`config.mk`:
```
export PLATFORM = sky130hd
export DESIGN_NAME = led_display_capture_flat
export DESIGN_NICKNAME = d
export VERILOG_FILES = /design/src/rtl/led_display_capture_if.sv /design/src/rtl/led_display_capture.sv /design/src/flat_wrapper.sv
export SDC_FILE = /design/constraint.sdc
export NUM_CORES = 1
export LEC_CHECK = 0
export CORE_MARGIN = 1.5
export CORE_UTILIZATION = 40
export DETAILED_ROUTE_END_ITERATION = 16
export PLACE_DENSITY = 0.61
export SLEW_MARGIN = 20
export SYNTH_ARGS = -nofsm -noshare
export SYNTH_HDL_FRONTEND = slang
export SYNTH_SLANG_ARGS = --single-unit
export TNS_END_PERCENT = 5
```
`constraint.sdc`:
```
create_clock -name clk_in -period 3.7 [get_ports clk_in]
set_clock_uncertainty 0.2 [all_clocks]
set_input_delay 0.37 -clock clk_in [delete_from_list [all_inputs] [get_ports clk_in]]
set_output_delay 0.37 -clock clk_in [all_outputs]
set_load 0.005 [all_outputs]
```
`src/rtl/led_display_capture_if.sv`:
```
`default_nettype none
// ============================================================================
//  Module   : led_display_capture_if
//  Brief    : Row hand-off bus between the LED capture block and its consumer.
//             master = capture side (drives the row), slave = checker/logger.
//  Revision : 1.0 - initial release
// ============================================================================
interface led_display_capture_if #(
    parameter int NUM_COLS = 64
);
    logic                    row_valid_out;
    logic                    row_ready_in;
    logic [3:0]              row_addr_out;
    logic [3*NUM_COLS-1:0]   row_top_out;
    logic [3*NUM_COLS-1:0]   row_bot_out;
    logic                    row_len_err_out;
    logic                    row_oe_err_out;

    modport master (
        output row_valid_out,
        output row_addr_out,
        output row_top_out,
        output row_bot_out,
        output row_len_err_out,
        output row_oe_err_out,
        input  row_ready_in
    );

    modport slave (
        input  row_valid_out,
        input  row_addr_out,
        input  row_top_out,
        input  row_bot_out,
        input  row_len_err_out,
        input  row_oe_err_out,
        output row_ready_in
    );
endinterface
`default_nettype wire

```
`src/rtl/led_display_capture.sv`:
```
`default_nettype none
// ============================================================================
//  Module   : led_display_capture
//  Brief    : HUB75 receive-side monitor. Oversamples the matrix pins with
//             clk_in, rebuilds each shifted row into colour planes and hands
//             it out over a single-entry valid/ready buffer.
//  Options  : LED_CAPTURE_FRAME_STATS_EN adds frame_count_out / frame_err_out.
//  Revision : 1.0 - initial release
// ============================================================================
module led_display_capture #(
    parameter int NUM_COLS    = 64,
    parameter int NUM_ADDR    = 16,
    parameter int SYNC_STAGES = 2     // must be >= 2
) (
    input  wire                   clk_in,
    input  wire                   n_reset_in,
    input  wire                   bit_clk_in,
    input  wire [2:0]             rgb_top_in,
    input  wire [2:0]             rgb_bot_in,
    input  wire                   latch_enable_in,
    input  wire                   output_enable_in,
    input  wire [3:0]             addr_in,
    led_display_capture_if.master row_if,
    input  wire                   status_clear_in,
    output logic                  overflow_out
`ifdef LED_CAPTURE_FRAME_STATS_EN
    ,
    output logic [15:0]           frame_count_out,
    output logic                  frame_err_out
`endif
);

    localparam int COLS_W = $clog2(NUM_COLS + 2);
    localparam int PIN_W  = 13;
    localparam int PW     = 3 * NUM_COLS;

    localparam logic [COLS_W-1:0] COL_LIMIT = COLS_W'(NUM_COLS);
    localparam logic [COLS_W-1:0] COL_SAT   = COLS_W'(NUM_COLS + 1);

    typedef enum logic [0:0] {
        ST_SYNC  = 1'b0,
        ST_SHIFT = 1'b1
    } state_t;

    // Pin bundle: {bit_clk, latch, oe, addr[3:0], top[2:0], bot[2:0]}
    logic [PIN_W-1:0] pins_w;
    logic [PIN_W-1:0] sync_q [SYNC_STAGES];
    logic [PIN_W-1:0] sync_d [SYNC_STAGES];
    logic [PIN_W-1:0] sync_w;
    logic [1:0]       prev_clk_q, prev_clk_d;
    logic [PIN_W-1:0] det_q, det_d;

    logic             bclk_rise_w, latch_rise_w, oe_w;
    logic [3:0]       addr_w;
    logic [2:0]       top_w, bot_w;

    state_t              state_q, state_d;
    logic [COLS_W-1:0]   col_cnt_q, col_cnt_d;
    logic [PW-1:0]       top_plane_q, top_plane_d;
    logic [PW-1:0]       bot_plane_q, bot_plane_d;

    logic                close_w, load_w, close_len_err_w;
    logic [PW-1:0]       close_top_w, close_bot_w;

    logic                valid_q, valid_d;
    logic [3:0]          out_addr_q, out_addr_d;
    logic [PW-1:0]       out_top_q, out_top_d;
    logic [PW-1:0]       out_bot_q, out_bot_d;
    logic                len_err_q, len_err_d;
    logic                oe_err_q, oe_err_d;
    logic                overflow_q, overflow_d;

    assign pins_w = {bit_clk_in, latch_enable_in, output_enable_in,
                     addr_in, rgb_top_in, rgb_bot_in};
    assign sync_w = sync_q[SYNC_STAGES-1];

    // Synchroniser chain (all pins move together) plus edge-detect stage
    always_comb begin
        sync_d[0] = pins_w;
        for (int i = 1; i < SYNC_STAGES; i++) begin
            sync_d[i] = sync_q[i-1];
        end
        prev_clk_d = sync_w[12:11];
        // Rise flags are registered together with the data they qualify
        det_d = {sync_w[12] & ~prev_clk_q[1],
                 sync_w[11] & ~prev_clk_q[0],
                 sync_w[10:0]};
    end

    assign bclk_rise_w  = det_q[12];
    assign latch_rise_w = det_q[11];
    assign oe_w         = det_q[10];
    assign addr_w       = det_q[9:6];
    assign top_w        = det_q[5:3];
    assign bot_w        = det_q[2:0];

    // FSM state register
    always_ff @(posedge clk_in or negedge n_reset_in) begin
        if (!n_reset_in) begin
            state_q <= ST_SYNC;
        end else begin
            state_q <= state_d;
        end
    end

    // FSM next state: store the bit first, then close the row so a same-cycle
    // bit/latch pair lands inside the closing row
    always_comb begin
        state_d         = state_q;
        col_cnt_d       = col_cnt_q;
        top_plane_d     = top_plane_q;
        bot_plane_d     = bot_plane_q;
        close_w         = 1'b0;
        close_len_err_w = 1'b0;
        close_top_w     = '0;
        close_bot_w     = '0;
        case (state_q)
            ST_SYNC: begin
                if (latch_rise_w) begin
                    state_d     = ST_SHIFT;
                    col_cnt_d   = '0;
                    top_plane_d = '0;
                    bot_plane_d = '0;
                end
            end
            ST_SHIFT: begin
                if (bclk_rise_w) begin
                    // Only columns 0..NUM_COLS-1 match, so surplus bits fall away
                    for (int c = 0; c < NUM_COLS; c++) begin
                        if (col_cnt_q == COLS_W'(c)) begin
                            for (int j = 0; j < 3; j++) begin
                                top_plane_d[j*NUM_COLS + c] = top_w[j];
                                bot_plane_d[j*NUM_COLS + c] = bot_w[j];
                            end
                        end
                    end
                    if (col_cnt_q != COL_SAT) begin
                        col_cnt_d = col_cnt_q + 1'b1;
                    end
                end
                if (latch_rise_w) begin
                    close_w         = 1'b1;
                    close_len_err_w = (col_cnt_d != COL_LIMIT);
                    close_top_w     = top_plane_d;
                    close_bot_w     = bot_plane_d;
                    col_cnt_d       = '0;
                    top_plane_d     = '0;
                    bot_plane_d     = '0;
                end
            end
            default: state_d = ST_SYNC;
        endcase
    end

    // Single-entry output buffer; a close into a stuck buffer drops the new row
    always_comb begin
        valid_d    = valid_q & ~row_if.row_ready_in;
        out_addr_d = out_addr_q;
        out_top_d  = out_top_q;
        out_bot_d  = out_bot_q;
        len_err_d  = len_err_q;
        oe_err_d   = oe_err_q;
        overflow_d = overflow_q;
        load_w     = close_w & (~valid_q | row_if.row_ready_in);
        if (status_clear_in) begin
            overflow_d = 1'b0;
        end
        if (load_w) begin
            valid_d    = 1'b1;
            out_addr_d = addr_w;
            out_top_d  = close_top_w;
            out_bot_d  = close_bot_w;
            len_err_d  = close_len_err_w;
            oe_err_d   = ~oe_w;
        end
        if (close_w && !load_w) begin
            overflow_d = 1'b1;
        end
    end

    // Datapath registers
    always_ff @(posedge clk_in or negedge n_reset_in) begin
        if (!n_reset_in) begin
            for (int i = 0; i < SYNC_STAGES; i++) begin
                sync_q[i] <= '0;
            end
            prev_clk_q  <= '0;
            det_q       <= '0;
            col_cnt_q   <= '0;
            top_plane_q <= '0;
            bot_plane_q <= '0;
            valid_q     <= 1'b0;
            out_addr_q  <= '0;
            out_top_q   <= '0;
            out_bot_q   <= '0;
            len_err_q   <= 1'b0;
            oe_err_q    <= 1'b0;
            overflow_q  <= 1'b0;
        end else begin
            for (int i = 0; i < SYNC_STAGES; i++) begin
                sync_q[i] <= sync_d[i];
            end
            prev_clk_q  <= prev_clk_d;
            det_q       <= det_d;
            col_cnt_q   <= col_cnt_d;
            top_plane_q <= top_plane_d;
            bot_plane_q <= bot_plane_d;
            valid_q     <= valid_d;
            out_addr_q  <= out_addr_d;
            out_top_q   <= out_top_d;
            out_bot_q   <= out_bot_d;
            len_err_q   <= len_err_d;
            oe_err_q    <= oe_err_d;
            overflow_q  <= overflow_d;
        end
    end

    assign row_if.row_valid_out   = valid_q;
    assign row_if.row_addr_out    = out_addr_q;
    assign row_if.row_top_out     = out_top_q;
    assign row_if.row_bot_out     = out_bot_q;
    assign row_if.row_len_err_out = len_err_q;
    assign row_if.row_oe_err_out  = oe_err_q;
    assign overflow_out           = overflow_q;

`ifdef LED_CAPTURE_FRAME_STATS_EN
    localparam logic [3:0] LAST_ADDR = 4'(NUM_ADDR - 1);

    logic [15:0] frame_count_q, frame_count_d;
    logic        frame_err_q, frame_err_d;
    logic [3:0]  prev_addr_q, prev_addr_d;
    logic        have_prev_q, have_prev_d;
    logic [3:0]  next_addr_w;

    assign next_addr_w = (prev_addr_q == LAST_ADDR) ? 4'd0 : prev_addr_q + 4'd1;

    // Frame tracking: wrap from last address to 0 counts a frame, any other
    // non-sequential address is an error; clear applies before a new event
    always_comb begin
        frame_count_d = frame_count_q;
        frame_err_d   = frame_err_q;
        prev_addr_d   = prev_addr_q;
        have_prev_d   = have_prev_q;
        if (status_clear_in) begin
            frame_count_d = '0;
            frame_err_d   = 1'b0;
        end
        if (close_w) begin
            if (have_prev_q && (addr_w != next_addr_w)) begin
                frame_err_d = 1'b1;
            end
            if (load_w && have_prev_q && (addr_w == 4'd0) && (prev_addr_q == LAST_ADDR)) begin
                frame_count_d = frame_count_d + 16'd1;
            end
            prev_addr_d = addr_w;
            have_prev_d = 1'b1;
        end
    end

    // Frame statistics registers
    always_ff @(posedge clk_in or negedge n_reset_in) begin
        if (!n_reset_in) begin
            frame_count_q <= '0;
            frame_err_q   <= 1'b0;
            prev_addr_q   <= '0;
            have_prev_q   <= 1'b0;
        end else begin
            frame_count_q <= frame_count_d;
            frame_err_q   <= frame_err_d;
            prev_addr_q   <= prev_addr_d;
            have_prev_q   <= have_prev_d;
        end
    end

    assign frame_count_out = frame_count_q;
    assign frame_err_out   = frame_err_q;
`endif

endmodule
`default_nettype wire

```
`src/flat_wrapper.sv`:
```
// flat-port wrapper written by rule: the top's interface ports become plain ports
module led_display_capture_flat 
#(
    parameter int NUM_COLS    = 64,
    parameter int NUM_ADDR    = 16,
    parameter int SYNC_STAGES = 2                    
)
  (clk_in, n_reset_in, bit_clk_in, rgb_top_in, rgb_bot_in, latch_enable_in, output_enable_in, addr_in, status_clear_in, overflow_out, row_if_row_valid_out, row_if_row_addr_out, row_if_row_top_out, row_if_row_bot_out, row_if_row_len_err_out, row_if_row_oe_err_out, row_if_row_ready_in);
  led_display_capture_if #(.NUM_COLS(NUM_COLS)) row_if_i ();
  input  wire clk_in;
  input  wire n_reset_in;
  input  wire bit_clk_in;
  input  wire [2:0] rgb_top_in;
  input  wire [2:0] rgb_bot_in;
  input  wire latch_enable_in;
  input  wire output_enable_in;
  input  wire [3:0] addr_in;
  input  wire status_clear_in;
  output logic overflow_out;
  output wire logic [$bits(row_if_i.row_valid_out)-1:0] row_if_row_valid_out;
  output wire logic [$bits(row_if_i.row_addr_out)-1:0] row_if_row_addr_out;
  output wire logic [$bits(row_if_i.row_top_out)-1:0] row_if_row_top_out;
  output wire logic [$bits(row_if_i.row_bot_out)-1:0] row_if_row_bot_out;
  output wire logic [$bits(row_if_i.row_len_err_out)-1:0] row_if_row_len_err_out;
  output wire logic [$bits(row_if_i.row_oe_err_out)-1:0] row_if_row_oe_err_out;
  input wire logic [$bits(row_if_i.row_ready_in)-1:0] row_if_row_ready_in;
  assign row_if_row_valid_out = row_if_i.row_valid_out;
  assign row_if_row_addr_out = row_if_i.row_addr_out;
  assign row_if_row_top_out = row_if_i.row_top_out;
  assign row_if_row_bot_out = row_if_i.row_bot_out;
  assign row_if_row_len_err_out = row_if_i.row_len_err_out;
  assign row_if_row_oe_err_out = row_if_i.row_oe_err_out;
  assign row_if_i.row_ready_in = row_if_row_ready_in;
  led_display_capture #(.NUM_COLS(NUM_COLS), .NUM_ADDR(NUM_ADDR), .SYNC_STAGES(SYNC_STAGES)) u_core (.clk_in(clk_in), .n_reset_in(n_reset_in), .bit_clk_in(bit_clk_in), .rgb_top_in(rgb_top_in), .rgb_bot_in(rgb_bot_in), .latch_enable_in(latch_enable_in), .output_enable_in(output_enable_in), .addr_in(addr_in), .row_if(row_if_i), .status_clear_in(status_clear_in), .overflow_out(overflow_out));
endmodule
```
==> impl_metrics.py <==
metrics = {
    "setup_path": {
        "worstSetupEndpointType": "flop",
        "critical_path_required_ps": 4010,
        "crit_path_frequent_cell": "nand2_1",
        "regToRegSetupSlack_ps": 660,
        "critical_path_class": "flop to flop",
        "critical_path.cell_chain": "inv_1 -> ha_1 -> nand2_1 -> nor3_4 -> buf_4 -> nand2_1 -> mux2i_1 -> o21ai_0",
        "slowest_stage": "nor3_4",
        "start_kind": "flop",
        "timing.rr.end": "u_core.row_if.row_bot_out[50]",
        "cp_max_fo": 10,
        "arrival_ps": 3360,
        "cp_num_cells": 8,
        "cpPeakStageDelay_ps": 600,
        "r2r_start": "u_core.col_cnt_q[0]",
        "cp_top_family": "simple AND/OR/NAND/NOR gates",
        "crit_buf_inv": 2,
        "r2r_cells": 8,
    },
    "drt": {
        "via_count": 25800,
        "dr.pass1.iters": 5,
        "route.antenna.remaining_nets": 0,
        "wl_per_cell_um": 21.1,
        "routed_wl_um": 106000,
        "drcViolationCount": 0,
        "via_per_inst": 5.14,
        "drt_iter0_markers": 1732,
    },
    "final_layout": {
        "synthToLayoutAreaGrowth_pct": 23.6,
        "final_core_util_pct": 49.7,
        "diodes": 0,
        "fillers": 8317,
        "nets": 3784,
        "drive_gt1_share_pct": 9.74,
        "instances_no_fill": 5024,
    },
    "sta": {
        "finalSetupViolCount": 0,
        "fin_crit_sh_pct": 82.3,
        "rsz0062_at_grt": "no",
        "min_period_ps": 3040,
        "fin_hold_ws_ps": 61.3,
        "tightest_slew_ps": 1110,
        "max_freq_mhz": 329,
        "slew-limit-headroom_pct": 25.7,
        "hold_violations": 0,
        "maxSlewViolCount": 0,
        "final.setup.tns_ps": 0,
    },
    "floorplanning": {
        "die_y_um": 306,
        "num_rows": 111,
        "initial_core_util_pct": 40.2,
        "io_pins": 409,
        "dieWidth_um": 306,
        "core_sq_um": 91400,
        "die-area_sq_um": 93800,
    },
    "outcome": {
        "status": "completed",
    },
    "clocking": {
        "h-tree-depth": 3,
        "cts_root_buf": "clkbuf_16",
        "cts_sinks": 825,
        "cts_buffers": 92,
        "clk_pin_slew_ps": 60,
        "cts_tree": "yes",
        "worstSkewPairLatency_ps": 650,
        "cts_max_path_buffers": 3,
    },
    "power_and_ir_drop": {
        "leakage_nw": 20.9,
        "p_per_area_nw_per_um2": 439,
        "power_mw": 19.9,
        "vdd_drop_max_mv": 0.326,
    },
    "logic_synthesis": {
        "synth_edf_count": 0,
        "synth_nets": 3459,
        "synthCells": 3438,
        "syn_area_sq_um": 36800,
        "ys_seq_area_share_pct": 56.1,
        "synth_cell_type_count": 49,
        "syn_area_per_cell_sq_um": 10.7,
        "yosysWarnings": 0,
        "synth_top_flop_cell": "dfrtp_1",
        "synth-async-reset-ratio_pct": 100,
        "synth-seq-cells": 825,
    },
    "run": {
        "cap_viol_max_count": 0,
    },
    "place": {
        "post-dp-hpwl_um": 69900,
        "portBuffers": 408,
        "dp_cells": 4842,
        "gp_congestion": 0.806,
    },
    "global_route": {
        "grt_pass1_vias": 25800,
        "grt_overflow_total": 0,
        "track_usage_pct": 22.6,
        "grt_antenna_before_repair": 0,
        "grt_max_degree": 201,
        "grt_pass1_wl_um": 163000,
    },
    "worst_hold_path": {
        "hold_depth": 1,
        "holdCritStartpoint": "bit_clk_in",
        "hold_class": "input pin to flop",
        "min_to": "u_core.sync_d[12]",
    },
}
through the flow:
step                      setup slack [ps]  cell area (sq um)
after floorplan                       1640              36800
after global placement                 696              42100
after detailed placement               691              42100
after CTS                              650              45500
after global routing                   507              45500
final                                  656              45500
state kept, by name, summed over array words and instances, names as in the netlist:
name and flops:
u_core.bot_plane_q 192, u_core.det_q 13, u_core.prev_clk_q 2, u_core.row_if.row_addr_out 4
u_core.overflow_out 1, u_core.top_plane_q 192, u_core.row_if.row_len_err_out 1, u_core.state_q 1
u_core.row_if.row_top_out 192, u_core.sync_w 13, u_core.row_if.row_bot_out 192, u_core.col_cnt_q 7
u_core.row_if.row_valid_out 1, u_core.sync_d 13, u_core.row_if.row_oe_err_out 1
timing repair:
item / in CTS / in global routing
gates resized for setup: 0 / 0
endpoints found under the hold margin: 100 / 0
buffers inserted: 0 / 0
hold buffers: 13 / 0
cell families (layout without fill, tap and decap cells):
group | Yosys count | in the layout | share of synthesized area (%)
muxes | 610 | 610 | 16.6
and+or+nand+nor | 1077 | 1077 | 14.7
AOI/OAI and AO/OA | 625 | 625 | 8.56
xor gates and xnor gates | 8 | 8 | 0.191
DFF | 825 | 825 | 56.1
buffers and inverters | 289 | 689 | 3.69
adders and majority gates | 4 | 4 | 0.136
power by group:
part	switching, mW	leakage (nW)	internal, mW
logic	0.703	7.97	0.319
clock network	3.82	1.58	5.83
registers	0.139	11.4	9.14
worst register-to-register path, stage by stage, from the launching register on:
cell and delay, ps:
dfrtp_1 470, inv_1 120, ha_1 280, nand2_1 170, nor3_4 600, buf_4 350
nand2_1 270, mux2i_1 330, o21ai_0 120
area by class of cell:
cell class	count	area, sq um	area share, %
timing repair buffer	514	5240	11.5
inverter	6	22.5	0.0495
sequential	825	20700	45.5
clock inverter	38	513	1.13
clock buffer	131	2690	5.91
tap	1186	1480	3.26
multi-input combinational	2324	14800	32.6
metal layers:
layer / track usage (%) / vias up / routed length [um]
li1: - / 12300 / -
met1: 30.9 / 12800 / 47900
met2: 36.6 / 591 / 50600
met3: 3.89 / 132 / 4970
met4: 7.09 / 0 / 2820
met5: 0 / - / 0
Yosys cell counts (5+ instances only):
cell      instances  area share, %
nand3_2          11           0.30
nor2_2           13           0.22
nor2_8           50            2.7
a21oi_1         165            2.2
buf_4            13           0.27
buf_6            13           0.40
nand3_1         120            1.6
inv_1             6          0.061
clkbuf_1        167            1.7
xor2_1            6           0.14
nor2_4            8           0.24
buf_2            65           0.88
nand2b_1          6           0.10
dfrtp_1         825             56
nand2_1         590            6.0
buf_1            22           0.22
o21ai_1         187            2.5
nor3_2            5           0.14
mux2i_1         606             16
nor2_1          243            2.5
o21ai_0         266            3.6
worst max path at each step:
stage | from | end | slack [ps]
2_1_floorplan | u_core.col_cnt_q[1] | u_core.bot_plane_q[13] | 1640
3_3_place_gp | u_core.col_cnt_q[0] | u_core.row_if.row_bot_out[50] | 700
3_5_place_dp | u_core.col_cnt_q[0] | u_core.row_if.row_bot_out[50] | 690
4_1_cts | u_core.col_cnt_q[0] | u_core.row_if.row_bot_out[50] | 650
5_1_grt | u_core.col_cnt_q[0] | u_core.row_if.row_bot_out[50] | 510
6_report | u_core.col_cnt_q[0] | u_core.row_if.row_bot_out[50] | 660
cell usage in the layout (no fill, tap or decap), drive strengths merged, types with 2 or more instances in the layout:
cell type,synthesis,routed
dfrtp,825,825
mux2i,606,606
nand2,592,592
o21ai,453,453
clkdlybuf4s50,0,407
nor2,314,314
a21oi,165,165
nand3,134,134
clkbuf,167,131
buf,116,94
clkinv,0,18
dlygate4sd3,0,13
bufinv,0,11
inv,6,11
nor3,9,9
or2,7,7
nand2b,6,6
xor2,6,6
mux2,4,4
ha,4,4
clkinvlp,0,4
nand4,4,4
and4,3,3
nor2b,3,3
xnor2,2,2
a31oi,2,2
and2b,2,2
(Power assumes the default switching activity.)
